[src/rtl/tile_coord_if.sv]
// Tile-index input stream plus reconstructed-coordinate output stream.
// The slave modport is the reconstructor side. The master modport is the
// upstream producer combined with the downstream consumer.
interface tile_coord_if #(
    parameter int LANES = 4,
    parameter int IDX_W = 4
);
    localparam int LANE_W = $clog2(LANES);

    logic [LANES*2*IDX_W-1:0] tile_indices;
    logic                     input_valid;
    logic                     input_ready;
    logic [31:0]              coord_out;
    logic [IDX_W-1:0]         tile_x;
    logic [IDX_W-1:0]         tile_y;
    logic [LANE_W-1:0]        lane;
    logic                     last;
    logic                     valid;
    logic                     out_ready;

    modport slave (
        input  tile_indices, input_valid, out_ready,
        output input_ready, coord_out, tile_x, tile_y, lane, last, valid
    );

    modport master (
        output tile_indices, input_valid, out_ready,
        input  input_ready, coord_out, tile_x, tile_y, lane, last, valid
    );
endinterface

[src/rtl/tile_coord_reconstructor.sv]
// Serialises one packed word of LANES tile indices ({Y,X} per byte) into
// LANES tile-origin coordinates on a valid/ready stream.
// Optional macro TILE_CENTER_EN: coord_out points at the tile centre
// (bits X_LSB-1 and Y_LSB-1 set) instead of the tile origin.
module tile_coord_reconstructor #(
    parameter int LANES = 4,
    parameter int IDX_W = 4,
    parameter int X_LSB = 6,
    parameter int Y_LSB = 16
) (
    input  logic        clk,
    input  logic        reset,
    tile_coord_if.slave bus
);
    localparam int LW     = 2 * IDX_W;
    localparam int LANE_W = $clog2(LANES);
`ifdef TILE_CENTER_EN
    localparam logic [31:0] CENTER = (32'd1 << (X_LSB - 1)) | (32'd1 << (Y_LSB - 1));
`else
    localparam logic [31:0] CENTER = 32'd0;
`endif

    typedef enum logic {IDLE, EMIT} state_t;

    state_t                state_q, state_d;
    logic [LANES*LW-1:0]   word_q;
    logic [31:0]           coord_q;
    logic [IDX_W-1:0]      x_q, y_q;
    logic [LANE_W-1:0]     lane_q;
    logic                  last_q, valid_q;

    logic                  ready_c, in_acc, out_acc;
    logic                  load, adv, drop;
    logic [LANES*LW-1:0]   src_word;
    logic [LANE_W-1:0]     nxt_lane;

    logic [LANES-1:0][IDX_W-1:0] lane_x, lane_y;
    logic [LANES-1:0][31:0]      lane_coord;

    // Ready is free in IDLE, or when the final point is leaving this cycle.
    assign ready_c = (state_q == IDLE) || (valid_q && bus.out_ready && last_q);
    assign in_acc  = bus.input_valid && ready_c;
    assign out_acc = valid_q && bus.out_ready;

    // A new word is decoded straight from the input so lane 0 appears one cycle after accept.
    assign src_word = load ? bus.tile_indices : word_q;
    assign nxt_lane = load ? '0 : lane_q + LANE_W'(1);

    for (genvar g = 0; g < LANES; g++) begin : g_lane
        assign lane_x[g]     = src_word[g*LW +: IDX_W];
        assign lane_y[g]     = src_word[g*LW+IDX_W +: IDX_W];
        assign lane_coord[g] = (32'(lane_y[g]) << Y_LSB) | (32'(lane_x[g]) << X_LSB) | CENTER;
    end

    // State register.
    always_ff @(posedge clk or posedge reset) begin
        if (reset) state_q <= IDLE;
        else       state_q <= state_d;
    end

    // Next state and datapath strobes: load a word, advance a lane, or go empty.
    always_comb begin
        state_d = state_q;
        load    = 1'b0;
        adv     = 1'b0;
        drop    = 1'b0;
        case (state_q)
            IDLE: begin
                if (in_acc) begin
                    state_d = EMIT;
                    load    = 1'b1;
                end
            end
            EMIT: begin
                if (out_acc) begin
                    if (!last_q)     adv  = 1'b1;
                    else if (in_acc) load = 1'b1;
                    else begin
                        state_d = IDLE;
                        drop    = 1'b1;
                    end
                end
            end
            default: state_d = IDLE;
        endcase
    end

    // Word buffer and output registers; everything holds while downstream stalls.
    always_ff @(posedge clk or posedge reset) begin
        if (reset) begin
            word_q  <= '0;
            coord_q <= '0;
            x_q     <= '0;
            y_q     <= '0;
            lane_q  <= '0;
            last_q  <= 1'b0;
            valid_q <= 1'b0;
        end else begin
            if (load) word_q <= bus.tile_indices;
            if (load || adv) begin
                coord_q <= lane_coord[nxt_lane];
                x_q     <= lane_x[nxt_lane];
                y_q     <= lane_y[nxt_lane];
                lane_q  <= nxt_lane;
                last_q  <= (nxt_lane == LANE_W'(LANES - 1));
                valid_q <= 1'b1;
            end else if (drop) begin
                last_q  <= 1'b0;
                valid_q <= 1'b0;
            end
        end
    end

    assign bus.input_ready = ready_c;
    assign bus.coord_out   = coord_q;
    assign bus.tile_x      = x_q;
    assign bus.tile_y      = y_q;
    assign bus.lane        = lane_q;
    assign bus.last        = last_q;
    assign bus.valid       = valid_q;
endmodule

[src/flat_wrapper.sv]
// flat-port wrapper written by rule: the top's interface ports become plain ports
module tile_coord_reconstructor_flat 
#(
    parameter int LANES = 4,
    parameter int IDX_W = 4,
    parameter int X_LSB = 6,
    parameter int Y_LSB = 16
)
  (clk, reset, bus_tile_indices, bus_input_valid, bus_out_ready, bus_input_ready, bus_coord_out, bus_tile_x, bus_tile_y, bus_lane, bus_last, bus_valid);
  tile_coord_if #(.LANES(LANES), .IDX_W(IDX_W)) bus_i ();
  input  logic clk;
  input  logic reset;
  input wire logic [$bits(bus_i.tile_indices)-1:0] bus_tile_indices;
  input wire logic [$bits(bus_i.input_valid)-1:0] bus_input_valid;
  input wire logic [$bits(bus_i.out_ready)-1:0] bus_out_ready;
  output wire logic [$bits(bus_i.input_ready)-1:0] bus_input_ready;
  output wire logic [$bits(bus_i.coord_out)-1:0] bus_coord_out;
  output wire logic [$bits(bus_i.tile_x)-1:0] bus_tile_x;
  output wire logic [$bits(bus_i.tile_y)-1:0] bus_tile_y;
  output wire logic [$bits(bus_i.lane)-1:0] bus_lane;
  output wire logic [$bits(bus_i.last)-1:0] bus_last;
  output wire logic [$bits(bus_i.valid)-1:0] bus_valid;
  assign bus_i.tile_indices = bus_tile_indices;
  assign bus_i.input_valid = bus_input_valid;
  assign bus_i.out_ready = bus_out_ready;
  assign bus_input_ready = bus_i.input_ready;
  assign bus_coord_out = bus_i.coord_out;
  assign bus_tile_x = bus_i.tile_x;
  assign bus_tile_y = bus_i.tile_y;
  assign bus_lane = bus_i.lane;
  assign bus_last = bus_i.last;
  assign bus_valid = bus_i.valid;
  tile_coord_reconstructor #(.LANES(LANES), .IDX_W(IDX_W), .X_LSB(X_LSB), .Y_LSB(Y_LSB)) u_core (.clk(clk), .reset(reset), .bus(bus_i));
endmodule
[config.mk]
export PLATFORM = sky130hd
export DESIGN_NAME = tile_coord_reconstructor_flat
export DESIGN_NICKNAME = d
export VERILOG_FILES = /design/src/rtl/tile_coord_if.sv /design/src/rtl/tile_coord_reconstructor.sv /design/src/flat_wrapper.sv
export SDC_FILE = /design/constraint.sdc
export NUM_CORES = 1
export LEC_CHECK = 0
export CAP_MARGIN = 20
export CORE_MARGIN = 3
export CORE_UTILIZATION = 30
export DETAILED_ROUTE_END_ITERATION = 8
export PLACE_DENSITY = 0.55
export SYNTH_ARGS = -nofsm -noshare
export SYNTH_HDL_FRONTEND = slang
export SYNTH_SLANG_ARGS = --single-unit
[constraint.sdc]
create_clock -name clk -period 1.6 [get_ports clk]
set_clock_uncertainty 0.05 [all_clocks]
set_input_delay 0.16 -clock clk [delete_from_list [all_inputs] [get_ports clk]]
set_output_delay 0.16 -clock clk [all_outputs]
set_load 0.02 [all_outputs]
==> flow_summary.ini <==
[clocking]
numCtsBuffers = 5
hold_buffers = 0
cts_setup_buffers = 0
clockRootBuffer = clkbuf_8
clock_latency_ps = 290
cts.sinks = 45
cts_max_level = 2
clk_path_buf_depth = 2
clk_pin_slew_ps = 90
cts_resized = 5
cts_tree = built

[power]
peakVddDrop_uv = 396.7
power_leakage_nw = 1.452
power_density_nw_per_um2 = 1210

[synthesis]
synth_most_common_cell = dfrtp_1
synthCells = 166
synth_flop_cell = dfrtp_1
synth_edf_count = 0
synth_common_cells = dfrtp_1 (45), buf_4 (32), mux2_4 (32)
synth-seq-cells = 45
async_flop_share = 1.000
synth_top_area_frac = 0.4697
ys_seq_area_frac = 0.4697
synth_cell_type_count = 28
synth_area_um2 = 2397
synth.avg_cell_area_um2 = 14.44
yosys_warnings = 0
netlist_top_cells_area = dfrtp_1 (47%), mux2_4 (20%), buf_4 (10%), mux4_2 (5.6%), o221a_2 (3.8%)
synth_largest_area_cell = dfrtp_1

[cells_and_area]
finalInstanceArea_um2 = 3068
drive_above_1_share = 0.3156
finish.utilization = 0.4098
syn_to_final_growth_pct = 27.97
n_antenna_cell = 0
fin_nets = 260

[outcome]
status = finished clean

[drt]
drc = 0
drtAntennaViolNets = 0
drt-vias-per-instance = 4.198
drt_pass1_iterations = 4
wl_per_cell_um = 14.33
first_iter_violations = 47
vias = 1360
drt-total-wl_mm = 4.643

[placed_design]
gp_congestion = 0.7115
postPlaceCellArea_um2 = 2985
post-dp-hpwl_mm = 3.341
numPortBuffers = 56

[critical_path]
r2r_cells = 4
reg2reg_from = u_core.bus.lane[1]
critical-path-max-stage-delay_ps = 630
critPathLaunchType = flop
worstPathArrival_ps = 1340
crit_family = buffers and inverters
timing.critical_path.cells = clkdlybuf4s50_1
r2r_end = u_core.bus.tile_y[0]
worstPathMaxFanout = 3
endpoint_kind = output port
cp_num_buf_inv = 1
reg2reg_slack_ps = 60
required_ps = 1390
crit_slowest_cell = clkdlybuf4s50_1
critPathKind = flop to output port

[flow_run]
drv_cap = 0

[global_route]
track_usage = 0.1062
grt_pass1_vias = 1379
grt_max_degree = 46
grt_pass1_wl_mm = 7.279
antenna_found_initial = 0
overflow = 0

[timing]
maxSlewViolCount = 0
rsz0062_at_grt = no
tns_ps = 0
hold_viol_final = 0
period_share = 0.9662
max_freq_mhz = 646.9
post-route-min-period_ps = 1546
setup_viol_count_final = 0

[floorplan]
dieArea_um2 = 9099
io_pins = 81
start_util = 0.3202
num_rows = 31
die_h_um = 95.39
die_x_um = 95.39
core_area_um2 = 7486

[min_path]
hp-class = primary input to asynchronous set/reset pin
==> how the worst max path moves through the flow <==
stage | startpoint | to | slack, ps | cells after the start
floorplan | u_core.bus.lane[1] | u_core.bus.tile_y[2] | 10 | 4
global route | u_core.bus.lane[1] | u_core.bus.coord_out[19] | 20 | 4
finish | u_core.bus.tile_x[2] | bus_tile_x[2] | 50 | 1
CTS | u_core.bus.valid | bus_valid | 30 | 1
global placement | bus_out_ready | u_core.bus.tile_x[1] | -70 | 5
detailed placement | bus_out_ready | u_core.bus.tile_x[0] | -100 | 5
==> cell usage in the layout, fill, tap and decap left out, types with 3 or more instances in the layout <==
cell,count
a21oi_1,3
buf_12,3
buf_4,9
clkbuf_8,5
clkdlybuf4s50_1,51
conb_1,24
dfrtp_1,43
dlygate4sd2_1,4
inv_1,3
mux2_4,32
mux4_2,6
nand2_1,3
o221a_2,8
or2_0,8
==> layout make-up <==
class | instances | area [µm²]
Clock buffer | 6 | 72.57
Clock inverter | 2 | 10.01
Fill cell | 708 | 4418
Inverter | 4 | 15.01
Multi-Input combinational cell | 100 | 1032
Sequential cell | 45 | 1129
Tap cell | 99 | 123.9
Timing Repair Buffer | 68 | 685.7
==> where the power goes <==
| part | internal [mW] | switching [mW] | leakage [nW] |
|---|---|---|---|
| sequential | 1.36 | 0.177 | 0.543 |
| clock | 0.303 | 0.377 | 0.0450 |
| combinational | 0.864 | 0.630 | 0.864 |
==> through the flow <==
step / cells / setup slack [ps] / hold WS [ps] / power (mW)
2_1_floorplan: 189 / 11.54 / 196.6 / 2.558
3_3_place_gp: 316 / -73.24 / 437.7 / 3.080
3_5_place_dp: 316 / -97.67 / 442.7 / 3.093
4_1_cts: 324 / 29.15 / 160.2 / 3.775
5_1_grt: 324 / 15.31 / 172.8 / 3.916
6_report: 324 / 54.09 / 163.0 / 3.712
==> metal layers <==
metal / track usage / routed length [µm] / share of wire / vias up
li1: - / - / - / 655
met1: 0.1438 / 2174 / 0.47 / 658
met2: 0.1638 / 2151 / 0.46 / 43
met3: 0.02526 / 273 / 0.059 / 4
met4: 0.04265 / 44 / 0.0095 / 0
met5: 0 / 0 / 0 / -
==> registers in the layout, indices dropped and copies added (netlist names) <==
register / cells
u_core.bus.last: 1
u_core.word_q: 32
u_core.bus.tile_x: 3
u_core.bus.lane: 2
u_core.bus.valid: 1
u_core.state_q: 1
u_core.bus.tile_y: 3
u_core.bus.coord_out: 2
==> logic make-up after synthesis <==
| family | count (synthesis) | synth area share |
|---|---|---|
| muxes | 40 | 0.2787 |
| and+or+nand+nor | 16 | 0.03967 |
| buffers and inverters | 44 | 0.1357 |
| other | 1 | 0.001564 |
| AOI/OAI and AO/OA | 19 | 0.07098 |
| DFF | 45 | 0.4697 |
| xor gates and xnor gates | 1 | 0.003654 |
No activity file was read; power rests on OpenSTA's default activity.
